**src/rtl/alu_operand_loader_if.sv**
```systemverilog
// alu_operand_loader_if: switch/button inputs, ALU result input and registered ALU-side outputs of the loader.
interface alu_operand_loader_if #(
    parameter int DATA_BUS   = 8,
    parameter int OPCODE_BUS = 6
);
    logic [DATA_BUS-1:0]   i_sw;
    logic                  i_btn_a;
    logic                  i_btn_b;
    logic                  i_btn_op;
    logic [DATA_BUS-1:0]   i_alu_out;
    logic [DATA_BUS-1:0]   o_op1;
    logic [DATA_BUS-1:0]   o_op2;
    logic [OPCODE_BUS-1:0] o_opcode;
    logic [DATA_BUS-1:0]   o_result;
    logic                  o_valid;
    logic [1:0]            o_state;

    modport master (
        output i_sw, i_btn_a, i_btn_b, i_btn_op, i_alu_out,
        input  o_op1, o_op2, o_opcode, o_result, o_valid, o_state
    );

    modport slave (
        input  i_sw, i_btn_a, i_btn_b, i_btn_op, i_alu_out,
        output o_op1, o_op2, o_opcode, o_result, o_valid, o_state
    );
endinterface

```
**src/rtl/alu_operand_loader.sv**
```systemverilog
// alu_operand_loader: button-sequenced OP1/OP2/OPCODE loader with result capture for the board ALU.
// Optional per-button debouncer enabled by defining LOADER_DEBOUNCE_EN.
module alu_operand_loader #(
    parameter int DATA_BUS        = 8,
    parameter int OPCODE_BUS      = 6,
    parameter int DEBOUNCE_CYCLES = 4
) (
    input logic                 i_clk,
    input logic                 i_rst,
    alu_operand_loader_if.slave bus
);
    typedef enum logic [1:0] {
        WAIT_A  = 2'd0,
        WAIT_B  = 2'd1,
        WAIT_OP = 2'd2,
        CAPTURE = 2'd3
    } state_t;

    if (DEBOUNCE_CYCLES < 1) begin : g_bad_cfg
        $error("DEBOUNCE_CYCLES must be at least 1");
    end

    logic [2:0]            w_btn;
    logic [2:0]            w_level;
    logic [2:0]            w_pulse;
    logic [2:0]            r_sync1;
    logic [2:0]            r_sync2;
    logic [2:0]            r_prev;
    state_t                r_state;
    logic [DATA_BUS-1:0]   r_op1;
    logic [DATA_BUS-1:0]   r_op2;
    logic [OPCODE_BUS-1:0] r_opcode;
    logic [DATA_BUS-1:0]   r_result;
    logic                  r_valid;

    assign w_btn   = {bus.i_btn_op, bus.i_btn_b, bus.i_btn_a};
    assign w_pulse = w_level & ~r_prev;

    // Flops reset high so a button held through reset needs a release before it counts.
    always_ff @(posedge i_clk) begin
        if (i_rst) begin
            r_sync1 <= '1;
            r_sync2 <= '1;
            r_prev  <= '1;
        end else begin
            r_sync1 <= w_btn;
            r_sync2 <= r_sync1;
            r_prev  <= w_level;
        end
    end

`ifdef LOADER_DEBOUNCE_EN
    localparam int CW = $clog2(DEBOUNCE_CYCLES + 1);
    logic [2:0]    r_deb;
    logic [CW-1:0] r_cnt [3];

    // Level flips only after the synchronized input has disagreed for DEBOUNCE_CYCLES edges.
    always_ff @(posedge i_clk) begin
        for (int i = 0; i < 3; i++) begin
            if (i_rst) begin
                r_deb[i] <= 1'b1;
                r_cnt[i] <= '0;
            end else if (r_sync2[i] == r_deb[i]) begin
                r_cnt[i] <= '0;
            end else if (r_cnt[i] == CW'(DEBOUNCE_CYCLES - 1)) begin
                r_deb[i] <= r_sync2[i];
                r_cnt[i] <= '0;
            end else begin
                r_cnt[i] <= r_cnt[i] + CW'(1);
            end
        end
    end

    assign w_level = r_deb;
`else
    assign w_level = r_sync2;
`endif

    // Only the pulse matching the current state is acted on; all others fall away.
    always_ff @(posedge i_clk) begin
        if (i_rst) begin
            r_state  <= WAIT_A;
            r_op1    <= '0;
            r_op2    <= '0;
            r_opcode <= '0;
            r_result <= '0;
            r_valid  <= 1'b0;
        end else begin
            case (r_state)
                WAIT_A: if (w_pulse[0]) begin
                    r_op1   <= bus.i_sw;
                    r_valid <= 1'b0;
                    r_state <= WAIT_B;
                end
                WAIT_B: if (w_pulse[1]) begin
                    r_op2   <= bus.i_sw;
                    r_state <= WAIT_OP;
                end
                WAIT_OP: if (w_pulse[2]) begin
                    r_opcode <= bus.i_sw[OPCODE_BUS-1:0];
                    r_state  <= CAPTURE;
                end
                CAPTURE: begin
                    r_result <= bus.i_alu_out;
                    r_valid  <= 1'b1;
                    r_state  <= WAIT_A;
                end
            endcase
        end
    end

    assign bus.o_op1    = r_op1;
    assign bus.o_op2    = r_op2;
    assign bus.o_opcode = r_opcode;
    assign bus.o_result = r_result;
    assign bus.o_valid  = r_valid;
    assign bus.o_state  = r_state;
endmodule
```
**src/flat_wrapper.sv**
```systemverilog
// flat-port wrapper written by rule: the top's interface ports become plain ports
module alu_operand_loader_flat 
#(
    parameter int DATA_BUS        = 8,
    parameter int OPCODE_BUS      = 6,
    parameter int DEBOUNCE_CYCLES = 4
)
  (i_clk, i_rst, bus_i_sw, bus_i_btn_a, bus_i_btn_b, bus_i_btn_op, bus_i_alu_out, bus_o_op1, bus_o_op2, bus_o_opcode, bus_o_result, bus_o_valid, bus_o_state);
  alu_operand_loader_if #(.DATA_BUS(DATA_BUS), .OPCODE_BUS(OPCODE_BUS)) bus_i ();
  input logic i_clk;
  input logic i_rst;
  input wire logic [$bits(bus_i.i_sw)-1:0] bus_i_sw;
  input wire logic [$bits(bus_i.i_btn_a)-1:0] bus_i_btn_a;
  input wire logic [$bits(bus_i.i_btn_b)-1:0] bus_i_btn_b;
  input wire logic [$bits(bus_i.i_btn_op)-1:0] bus_i_btn_op;
  input wire logic [$bits(bus_i.i_alu_out)-1:0] bus_i_alu_out;
  output wire logic [$bits(bus_i.o_op1)-1:0] bus_o_op1;
  output wire logic [$bits(bus_i.o_op2)-1:0] bus_o_op2;
  output wire logic [$bits(bus_i.o_opcode)-1:0] bus_o_opcode;
  output wire logic [$bits(bus_i.o_result)-1:0] bus_o_result;
  output wire logic [$bits(bus_i.o_valid)-1:0] bus_o_valid;
  output wire logic [$bits(bus_i.o_state)-1:0] bus_o_state;
  assign bus_i.i_sw = bus_i_sw;
  assign bus_i.i_btn_a = bus_i_btn_a;
  assign bus_i.i_btn_b = bus_i_btn_b;
  assign bus_i.i_btn_op = bus_i_btn_op;
  assign bus_i.i_alu_out = bus_i_alu_out;
  assign bus_o_op1 = bus_i.o_op1;
  assign bus_o_op2 = bus_i.o_op2;
  assign bus_o_opcode = bus_i.o_opcode;
  assign bus_o_result = bus_i.o_result;
  assign bus_o_valid = bus_i.o_valid;
  assign bus_o_state = bus_i.o_state;
  alu_operand_loader #(.DATA_BUS(DATA_BUS), .OPCODE_BUS(OPCODE_BUS), .DEBOUNCE_CYCLES(DEBOUNCE_CYCLES)) u_core (.i_clk(i_clk), .i_rst(i_rst), .bus(bus_i));
endmodule
```
**config.mk**
```make
export PLATFORM = sky130hd
export DESIGN_NAME = alu_operand_loader_flat
export DESIGN_NICKNAME = d
export VERILOG_FILES = /design/src/rtl/alu_operand_loader_if.sv /design/src/rtl/alu_operand_loader.sv /design/src/flat_wrapper.sv
export SDC_FILE = /design/constraint.sdc
export NUM_CORES = 1
export LEC_CHECK = 0
export ABC_AREA = 1
export CAP_MARGIN = 20
export CORE_ASPECT_RATIO = 0.6
export CORE_MARGIN = 2
export CORE_UTILIZATION = 45
export DETAILED_ROUTE_END_ITERATION = 10
export DONT_BUFFER_PORTS = 1
export PLACE_DENSITY_LB_ADDON = 0.25
export SETUP_SLACK_MARGIN = 0.4
export SLEW_MARGIN = 20
export SYNTH_ARGS = -nofsm -noshare
export SYNTH_HDL_FRONTEND = slang
export SYNTH_SLANG_ARGS = --single-unit
```
**constraint.sdc**
```tcl
create_clock -name i_clk -period 1.4 [get_ports i_clk]
set_input_delay 0.14 -clock i_clk [delete_from_list [all_inputs] [get_ports i_clk]]
set_output_delay 0.14 -clock i_clk [all_outputs]
set_load 0.005 [all_outputs]
```
After elaboration in Yosys (flattened, before gate mapping)
Cells that the tools add are included.

word-level totals
  input port bits = 21
  output and inout bits = 33
  register bits = 42

operators by class
  reduce and logical (&&, ||, !) cells = 7
  mux-type cells = 6
  bitwise logic cells = 2
  equality and inequality tests = 6

operator list
  cell                                                                      number
  2-bit one-hot mux with 4 select lines                                     1
  2-bit AND reduction                                                       4
  2-bit two-way mux                                                         3
  2-bit by 1-bit inequality test with 1-bit output (second input constant)  3
  2-bit equality test (second input constant)                               2
  3-bit AND                                                                 1
  3-bit NOT                                                                 1
  3-bit AND reduction                                                       1
  2-bit by 1-bit equality test with 1-bit output (second input constant)    1
  2-bit logical NOT                                                         1
  1-bit one-hot mux with 2 select lines                                     1
  2-bit nonzero test                                                        1
  1-bit two-way mux                                                         1

Depth between registers and ports, before layout
Gate-level depths: netlist (run 1).

  depth after elaboration = 4
  mapped depth = 8
  depth with buffers taken out = 7

Worst setup path after synthesis (run 1)
No wires, ideal clock.

  path type = register -> register
  from = register u_core.r_state[0], in the netlist u_core.bus.o_state[0]
  to = register u_core.r_state[1], in the netlist u_core.bus.o_state[1]
  clock period less this slack = 1,212 ps
  path slack = 188 ps
  stages on the path, launching flop included = 8
  data arrival time = 1,099 ps
  path through = dfxtp_1 > inv_1 > ha_1 > buf_2 > nand2_1 > nand3_1 > nor2_1 > nor2_1

on the way
  word-level cells in the longest chain between the ends = 3
  elaborated cells on any way between the ends = 9

RTL lines
  element                                                            RTL line                  RTL
  from (decl)                                                        alu_operand_loader.sv:29  state_t r_state;
  from (signal assigned)                                             alu_operand_loader.sv:82  r_state <= WAIT_A;
  from (signal assigned)                                             alu_operand_loader.sv:93  r_state <= WAIT_B;
  from (signal assigned)                                             alu_operand_loader.sv:97  r_state <= WAIT_OP;
  2-bit equality test, or another cell as far along                  alu_operand_loader.sv:89  case (r_state)
  2-bit by 1-bit inequality test with 1-bit output (no source line)  n/a
  3-bit AND reduction (no source line)                               n/a

Parallel ways exist; a longest one is shown, timed or not.
A chain may end at the register's enable or synchronous reset.

Worst setup path after layout (run 1)
  from = register u_core.r_state[1], in the netlist u_core.bus.o_state[1]
  to = register u_core.r_op2[5], in the netlist u_core.bus.o_op2[5]

on the way
  word-level cells in the longest chain between the ends = 2

RTL lines
  element                                         RTL line                  RTL
  2-bit by 1-bit equality test with 1-bit output  alu_operand_loader.sv:89
  2-bit AND reduction (no source line)            n/a
  to (signal assigned)                            alu_operand_loader.sv:96  r_op2 <= bus.i_sw;
  to (decl)                                       alu_operand_loader.sv:31  logic [DATA_BUS-1:0] r_op2;

Every way passes these cells.

==> results.txt, run 1 <==
Critical R2R Launch: u_core.bus.o_state[1]
Drt pass-1 iters: 4
Layout cell share with drive strength beyond 1: 39.2%
Area growth, synth to finish: 40.5%
Syn_nets: 211
Most common cell in the netlist: dfxtp_1
Setup TNS Final: 0 ns
Hold Path Origin: bus_i_alu_out[3]
DRT antenna net count: 0
RSZ-0062 raised after global routing: yes
Critical path class: reg -> reg
Post-synthesis sequential area ratio: 54.3%
Hold depth: 2
Mean post-synth cell area: 8.37 sq um
Sink Count: 42
Final setup fails: 0
Syn Inst Count: 185
H-tree levels: 2
Cell area after layout: 2180 sq um
Top cell type's share of synthesized area: 54.3%
CP cell instances: inv_6, ha_4, nand3_4, o21ai_2, a21oi_2
Die width: 79.7 um
I/O pins: 54
Reg2Reg Depth: 5
Failing checks: negative hold slack
Max-slew headroom: 55.8%
Asr flop ratio synth: 0%
Area contributors post-synth: dfxtp_1 54%, a21oi_1 7.4%, o21ai_0 6.8%
Number of synthesized flops with an enable pin: 0
Worst Tran Pin Value: 0.660 ns
Endpoint class of the critical path: flop
VDD IR max: 0.698 mV
Worst EP arrival: 1.38 ns
FF+latch count, synth: 42
Largest net degree at the start of global routing: 27
Buffers on Ports: 0
Placed Area: 1630 sq um
Fin Clk Skew: 0.0110 ns
# rows: 16
Vias in the first global route: 1342
Cell area after synthesis: 1550 sq um
Top cells by count, synth: 42 x dfxtp_1, 26 x inv_1, 23 x a21oi_1
Total CTS buffers: 5
Final Hold Viols: 1
First-pass GRT wire length: 6560 um
Nets: 237
Synth warnings: 0
Total gr overflow: 0
DRC Markers: 0
Initial Util: 47.2%
Antenna violations before repair: 0
CP required: 1.59 ns
Prevailing post-synth register cell: dfxtp_1
R2R Setup Slk: 0.21 ns
Leakage Power: 0.800 nW
Crit start category: flop
Hold crit path type: in -> reg
Routed wire length: 4590 um
Status: complete, but fails checks
GR Util All Layers: 22.1%
P per Cell Area: 1440 nW/um^2
Min Tclk post-route: 1.19 ns
Iteration-0 DRC Markers: 89
Ant diodes: 0
Final hold slack: -0.00580 ns
Unique cell type count in the Yosys netlist: 17
Min-Delay Endpoint: u_core.bus.o_result[3]
Hpwl dp: 2490 um
Slowest stage delay, CP: 0.39 ns
Final RePlAce weighted congestion: 0.724
CTS max path bufs: 2
CP Max Fanout: 8
Max-cap violations: 0
Core Region: 3280 sq um
DR WL/cell: 17.9 um
Max-slew violations: 0
Clk slew on worst S/H paths: 0.08 ns
CP max stage cell: dfxtp_4
DR vias/cell: 5.39
R2R Path End: u_core.bus.o_op2[5]
Worst-Skew Late Latency: 0.30 ns
Die span in y: 49.4 um
Vias: 1385
Root buffer cell: clkbuf_8
Die area: 3940 sq um
Max Clock Freq: 837 MHz
CTS tree: yes
Synth area leader: dfxtp_1
Final period util: 85.4%
==> worst max path at each step <==
stage / to / slack, ns / start / depth (start not counted)
2_1_floorplan: u_core.bus.o_op2[0] / 0.35 / u_core.bus.o_state[1] / 6
3_3_place_gp: u_core.bus.o_op1[1] / 0.25 / u_core.bus.o_state[0] / 5
3_5_place_dp: u_core.bus.o_op1[4] / 0.22 / u_core.bus.o_state[0] / 5
4_1_cts: u_core.bus.o_op2[5] / 0.29 / u_core.bus.o_state[1] / 5
5_1_grt: u_core.bus.o_op2[5] / 0.16 / u_core.bus.o_state[1] / 5
6_report: u_core.bus.o_op2[5] / 0.21 / u_core.bus.o_state[1] / 5
==> flip-flops by register name, indices dropped and copies added, names as in the netlist <==
register             cells
u_core.bus.o_op1         8
u_core.bus.o_op2         8
u_core.bus.o_result      8
u_core.bus.o_opcode      6
u_core.r_prev            3
u_core.r_sync1           3
u_core.r_sync2           3
u_core.bus.o_state       2
u_core.bus.o_valid       1
==> worst max-delay path, delay by kind of cell, from the launching register on <==
family	cells	cell delay, ns
flip-flops	1	0.39
AO/OA/AOI/OAI	2	0.26
AND/OR/NAND/NOR	1	0.17
adder cells (fa/ha/maj)	1	0.18
buffers and inverters	1	0.08
==> layer usage <==
metal / wire [um] / vias up / global-route usage, %
met3: 391 / 9 / 8.52
met2: 2160 / 65 / 34.0
met4: 80 / 0 / 8.19
li1: - / 647 / -
met5: 0 / - / 0
met1: 1960 / 664 / 28.1
==> stage by stage <==
step | setup WS, ns | util, % | power [mW] | cells
2_1_floorplan | 0.347 | - | 1.81 | 185
3_3_place_gp | 0.250 | 49.7 | 1.86 | 223
3_5_place_dp | 0.225 | 49.7 | 1.90 | 223
4_1_cts | 0.294 | 59.9 | 2.93 | 247
5_1_grt | 0.162 | 66.3 | 3.27 | 257
6_report | 0.205 | 66.3 | 3.15 | 257
==> logic make-up after synthesis <==
family,synth area share (%)
AND/OR/NAND/NOR,17.0
AO/OA/AOI/OAI,15.2
flip-flops,54.3
buffers and inverters,9.53
adder cells (fa/ha/maj),4.04
==> area by class of cell <==
type	instances	area (sq um)
clock buffers	7	86.3
clock inverters	1	5.00
fillers	245	1110
inverters	27	114
multi-input cells	112	842
flip-flops and latches	42	850
well taps	45	56.3
repair buffers	23	224
==> cells in the final DEF, fill, tap and decap left out <==
cell type and count:
nand4_1 1, or2_2 9, o21ai_1 7, ha_4 4
dlygate4sd3_1 16, inv_2 3, nand2_4 3, clkbuf_8 6
inv_4 1, dfxtp_1 39, nand3_2 7, o21ai_2 15
dfxtp_2 1, inv_6 2, nand3_4 5, nand2_2 4
ha_2 1, clkinv_2 1, inv_1 21, o21ai_0 2
a21oi_2 8, nor2_2 4, dfxtp_4 2, clkbuf_1 1
buf_4 4, a21oi_1 15, buf_6 3, nand2_1 12
nor2_1 15
==> power breakdown <==
part           leakage [nW]  internal (mW)  switching [mW]  total (mW)
sequential            0.342           1.29           0.117        1.41
combinational         0.410          0.414           0.513       0.928
clock                0.0482          0.398           0.411       0.809
==> timing repair <==
| item | in CTS | in global routing |
|---|---|---|
| gates resized for setup | 39 | 40 |
| hold buffers | 9 | 7 |
| gates cloned | 3 | 0 |
| pin swaps | 11 | 14 |
| endpoints found under the hold margin | 22 | 16 |
| setup endpoints to repair | 33 | 33 |
| setup buffers | 4 | 3 |
No activity file was read; power rests on OpenSTA's default activity.
==> run 2, diff against run 1 <==
Settings changed: SKIP_CTS_REPAIR_TIMING set to 1.
==> results.txt, run 2 (synthesis results as in run 1) <==
P per Cell Area: 1520 nW/um^2 (+5.0%)
Max-slew violations: 0 (unchanged)
DR WL/cell: 16.6 um (-7.1%)
DR vias/cell: 5.32 (-1.3%)
Multi-input combinational cell area: 748 sq um (-11%)
Worst EP arrival: 1.34 ns (-0.04 ns)
Hold Path Origin: bus_i_alu_out[1]
CP required: 1.58 ns (about the same)
Initial Util: 47.2% (unchanged)
Nets: 220 (-7.2%)
Root buffer cell: clkbuf_8
CTS max path bufs: 2 (unchanged)
Setup TNS Final: 0 ns (unchanged)
Hpwl dp: 2490 um (unchanged)
Commonest non-fill, non-tap cell in the layout: dfxtp_1
FF+latch area: 850 sq um (unchanged)
Max Clock Freq: 869 MHz (+3.8%)
Min Tclk post-route: 1.15 ns (-0.0436 ns)
Total CTS buffers: 5 (unchanged)
Worst-Skew Late Latency: 0.30 ns (about the same)
Max-cap violations: 0 (unchanged)
Die span in y: 49.4 um (unchanged)
Core Region: 3280 sq um (unchanged)
Vias: 1277 (-7.8%)
Filler Cells Inserted: 282 (+15%)
# rows: 16 (unchanged)
Die width: 79.7 um (unchanged)
DRC Markers: 0 (unchanged)
Placed cells: 223 (unchanged)
Crit start category: flop
First-pass GRT wire length: 5570 um (-15%)
Max-slew headroom: 65.8% (+10 points)
Total gr overflow: 0 (unchanged)
Setup WS post-layout: 0.249 ns (+0.0436 ns)
Area growth, synth to finish: 23.4%
Critical path class: reg -> reg
Layout cell share with drive strength beyond 1: 28.7% (-10 points)
Vias in the first global route: 1178 (-12%)
VDD IR max: 0.727 mV (+4.1%)
Failing checks: negative hold slack
Final Hold Viols: 7 (+6)
Final period util: 82.2% (-3.1 points)
Place WS: 0.225 ns (unchanged)
Ant diodes: 0 (unchanged)
Final RePlAce weighted congestion: 0.724 (unchanged)
CP Max Fanout: 5 (-3)
Buffers on Ports: 0 (unchanged)
H-tree levels: 2 (unchanged)
Status: complete, but fails checks
Critical R2R Launch: u_core.bus.o_state[0]
GR Util All Layers: 18.7% (-3.4 points)
Iteration-0 DRC Markers: 102 (+15%)
CTS tree: yes
Drt pass-1 iters: 4 (unchanged)
Worst Tran Pin Value: 0.511 ns (-0.150 ns)
Clk slew on worst S/H paths: 0.08 ns (about the same)
Die area: 3940 sq um (unchanged)
Endpoint class of the critical path: flop
Routed wire length: 3990 um (-13%)
Final hold slack: -0.0238 ns (-0.0180 ns)
Final setup fails: 0 (unchanged)
DRT antenna net count: 0 (unchanged)
Hold crit path type: in -> reg
Leakage Power: 0.718 nW (-10%)
Largest net degree at the start of global routing: 27 (unchanged)
Most frequent cells in the layout: 39 x dfxtp_1, 22 x a21oi_1, 21 x inv_1
Non-Filler Instances: 240 (-6.6%)
RSZ-0062 raised after global routing: yes
I/O pins: 54 (unchanged)
Antenna violations before repair: 0 (unchanged)
Crit path from: u_core.bus.o_state[0]
Sink Count: 42 (unchanged)
Fin Clk Skew: 0.00382 ns (-0.00714 ns)
-- run 2: changes by cell type in the layout (fill, tap and decap cells not counted), sizes merged --
cell	previous run	this run
dlygate4sd3	16	5
buf	7	1
-- run 2: where the power goes --
part	leakage, nW	internal (mW)	switching, mW
registers	0.342	1.29	0.100
logic	0.328	0.280	0.416
clock network	0.0482	0.398	0.414
total	0.718	1.97	0.930
-- run 2: area by class of cell --
class                      count  share of cell area (%)
sequential                    42                    44.4
tap                           45                    2.95
clock buffer                   7                    4.52
inverter                      27                    5.69
clock inverter                 1                   0.262
multi-input combinational    112                    39.1
timing repair buffer           6                    3.01
-- run 2: final timing paths --
path                                          endpoint  slack, ns  cells after the start
worst min-delay path            u_core.bus.o_result[1]      -0.02                      2
worst min register to register       u_core.r_sync2[2]       0.41                      1
worst max register to register     u_core.bus.o_op1[4]       0.25                      5
worst max-delay path               u_core.bus.o_op1[4]       0.25                      5
-- run 2: stage by stage --
step / hold slack (ns) / util [%] / total power [mW] / area [sq um]
after floorplan: 0.244 / - / 1.81 / 1630
after global placement: 0.213 / 49.7 / 1.86 / 1630
after detailed placement: 0.213 / 49.7 / 1.90 / 1630
after CTS: -0.0967 / 52.5 / 2.69 / 1720
after global routing: -0.00339 / 58.2 / 3.03 / 1910
final: -0.0238 / 58.2 / 2.90 / 1910
-- run 2: layer usage --
metal | up-vias | wire length, um | global-route usage (%)
met5 | - | 0 | 0
met4 | 0 | 62 | 6.78
met3 | 8 | 318 | 7.59
met2 | 51 | 1860 | 28.6
met1 | 605 | 1740 | 23.8
li1 | 613 | - | -
-- run 2: worst max-delay path, cell delays in order, from the launching register on --
cell     delay, ns
dfxtp_4       0.38
inv_4         0.10
ha_4          0.22
nand3_4       0.13
o21ai_2       0.15
a21oi_1       0.06
==> run 3, diff against run 2 <==
Clock period 1.4 ns to 1.1 ns, I/O delays scaled along.
==> results.txt, run 3 (synthesis results as in run 1) <==
Total gr overflow: 0 (unchanged)
# rows: 16 (unchanged)
Iteration-0 DRC Markers: 46 (-55%)
H-tree levels: 2 (unchanged)
Hold crit path type: in -> reg
Placed Area: 1680 sq um (+2.8%)
Delay-heaviest family, CP: flip-flops
Core Region: 3280 sq um (unchanged)
Vias: 1299 (+1.7%)
Fin Clk Skew: 0.0103 ns (+0.00648 ns)
VDD IR max: 1.12 mV (+54%)
Final setup fails: 4 (+4)
Hpwl dp: 2350 um (-5.4%)
CP max stage cell: dfxtp_4
Status: complete, but fails checks
Routed wire length: 3930 um (-1.5%)
Antenna violations before repair: 0 (unchanged)
Ant diodes: 0 (unchanged)
CP Max Fanout: 5 (unchanged)
Worst EP arrival: 1.34 ns (about the same)
Largest net degree at the start of global routing: 27 (unchanged)
Most frequent cells in the layout: 30 x dfxtp_2, 21 x inv_1, 19 x nor2_1
Worst Tran Pin Value: 0.520 ns (+0.00972 ns)
Final RePlAce weighted congestion: 0.730 (+0.83%)
Crit start category: flop
Finished Core Util: 66.2% (+8.0 points)
CP bufs+invs: 1 (unchanged)
Endpoint class of the critical path: flop
DR vias/cell: 5.11 (-3.9%)
CTS tree: yes
Clk slew on worst S/H paths: 0.08 ns (about the same)
Die area: 3940 sq um (unchanged)
First-pass GRT wire length: 5220 um (-6.2%)
CTS max path bufs: 2 (unchanged)
Max-cap violations: 0 (unchanged)
Initial Util: 47.2% (unchanged)
Min Tclk post-route: 1.14 ns (-0.00997 ns)
Slowest stage delay, CP: 0.38 ns (about the same)
Total CTS buffers: 5 (unchanged)
Worst-Skew Late Latency: 0.31 ns (about the same)
P per Cell Area: 1790 nW/um^2 (+18%)
Layout cell share with drive strength beyond 1: 49.3% (+21 points)
Buffers on Ports: 0 (unchanged)
Final Hold Viols: 20 (+13)
Setup WS post-layout: -0.0414 ns (-0.290 ns)
Failing checks: negative hold slack, negative setup slack
DR WL/cell: 15.5 um (-6.9%)
Max-slew headroom: 65.3% (-0.59 points)
Vias in the first global route: 1129 (-4.2%)
Area growth, synth to finish: 40.3%
Final hold slack: -0.147 ns (-0.124 ns)
DRC Markers: 0 (unchanged)
I/O pins: 54 (unchanged)
Sink Count: 42 (unchanged)
CP cell instances: inv_6, ha_4, nand3_4, o21ai_0, a21oi_1
Commonest non-fill, non-tap cell in the layout: dfxtp_2
CP required: 1.30 ns (-0.28 ns)
Filler Cells Inserted: 267 (-5.3%)
Critical path class: reg -> reg
Root buffer cell: clkbuf_8
Die width: 79.7 um (unchanged)
Max-slew violations: 0 (unchanged)
Leakage Power: 0.820 nW (+14%)
Final period util: 104% (+22 points)
FF+latch area: 893 sq um (+5.2%)
RSZ-0062 raised after global routing: yes
Drt pass-1 iters: 4 (unchanged)
Place WS: -0.0889 ns (-0.314 ns)
Nets: 234 (+6.4%)
Max Clock Freq: 876 MHz (+0.87%)
Die span in y: 49.4 um (unchanged)
DRT antenna net count: 0 (unchanged)
Cell area after layout: 2170 sq um (+14%)
Multi-input combinational cell area: 805 sq um (+7.5%)
GR Util All Layers: 18.2% (-0.44 points)
==> run 3: cell count changes in the layout (fill, tap and decap cells not counted), moves of 3 or more <==
cell	delta
a21oi_1	-6
a21oi_2	+6
buf_4	+3
dfxtp_1	-31
dfxtp_2	+29
dlygate4sd3_1	+9
nand2_1	-4
nand2_2	+3
o21ai_0	-7
o21ai_1	+8
or2_2	-3
or2_4	+3
==> run 3: power breakdown <==
group / internal [mW] / leakage, nW / total, mW / switching, mW
Sequential: 1.65 / 0.357 / 1.79 / 0.131
Clock: 0.577 / 0.0561 / 1.13 / 0.551
Combinational: 0.451 / 0.408 / 0.977 / 0.526
Total: 2.68 / 0.820 / 3.89 / 1.21
==> run 3: final cells by class <==
type	instances	area share [%]
Sequential cell	42	41.1
Clock buffer	6	4.32
Tap cell	45	2.59
Inverter	27	5.24
Clock inverter	2	0.461
Multi-Input combinational cell	112	37.0
Timing Repair Buffer	20	9.27
==> run 3: per-layer routing <==
metal  global-route usage, %  vias to the layer above  routed length, um
met2                    26.8                       42               1760
met1                    22.1                      605               1770
met3                    8.52                        8                315
met4                    10.2                        0                 82
met5                       0                        -                  0
li1                        -                      644                  -
==> run 3: final timing paths <==
path / slack [ns] / start / endpoint / cells after the start
max: -0.04 / u_core.bus.o_state[0] / u_core.bus.o_op1[4] / 5
min: -0.15 / i_rst / u_core.bus.o_opcode[2] / 1
min reg2reg: 0.42 / u_core.r_sync1[2] / u_core.r_sync2[2] / 1
max reg2reg: -0.04 / u_core.bus.o_state[0] / u_core.bus.o_op1[4] / 5
==> run 3: worst reg2reg max path: cells and delay by family (launching register included) <==
kind | cells | cell delay (ns)
flops | 1 | 0.38
buf+inv | 1 | 0.08
fa+ha+maj | 1 | 0.21
simple gates | 1 | 0.13
compound gates | 2 | 0.24
==> run 3: per-stage QoR <==
step,power [mW],TNS [ns],cells
after floorplan,2.32,0,185
after global placement,2.42,-0.0245,226
after detailed placement,2.47,-0.327,226
after CTS,3.59,-0.434,234
after global routing,4.07,-0.744,254
final,3.89,-0.0825,254
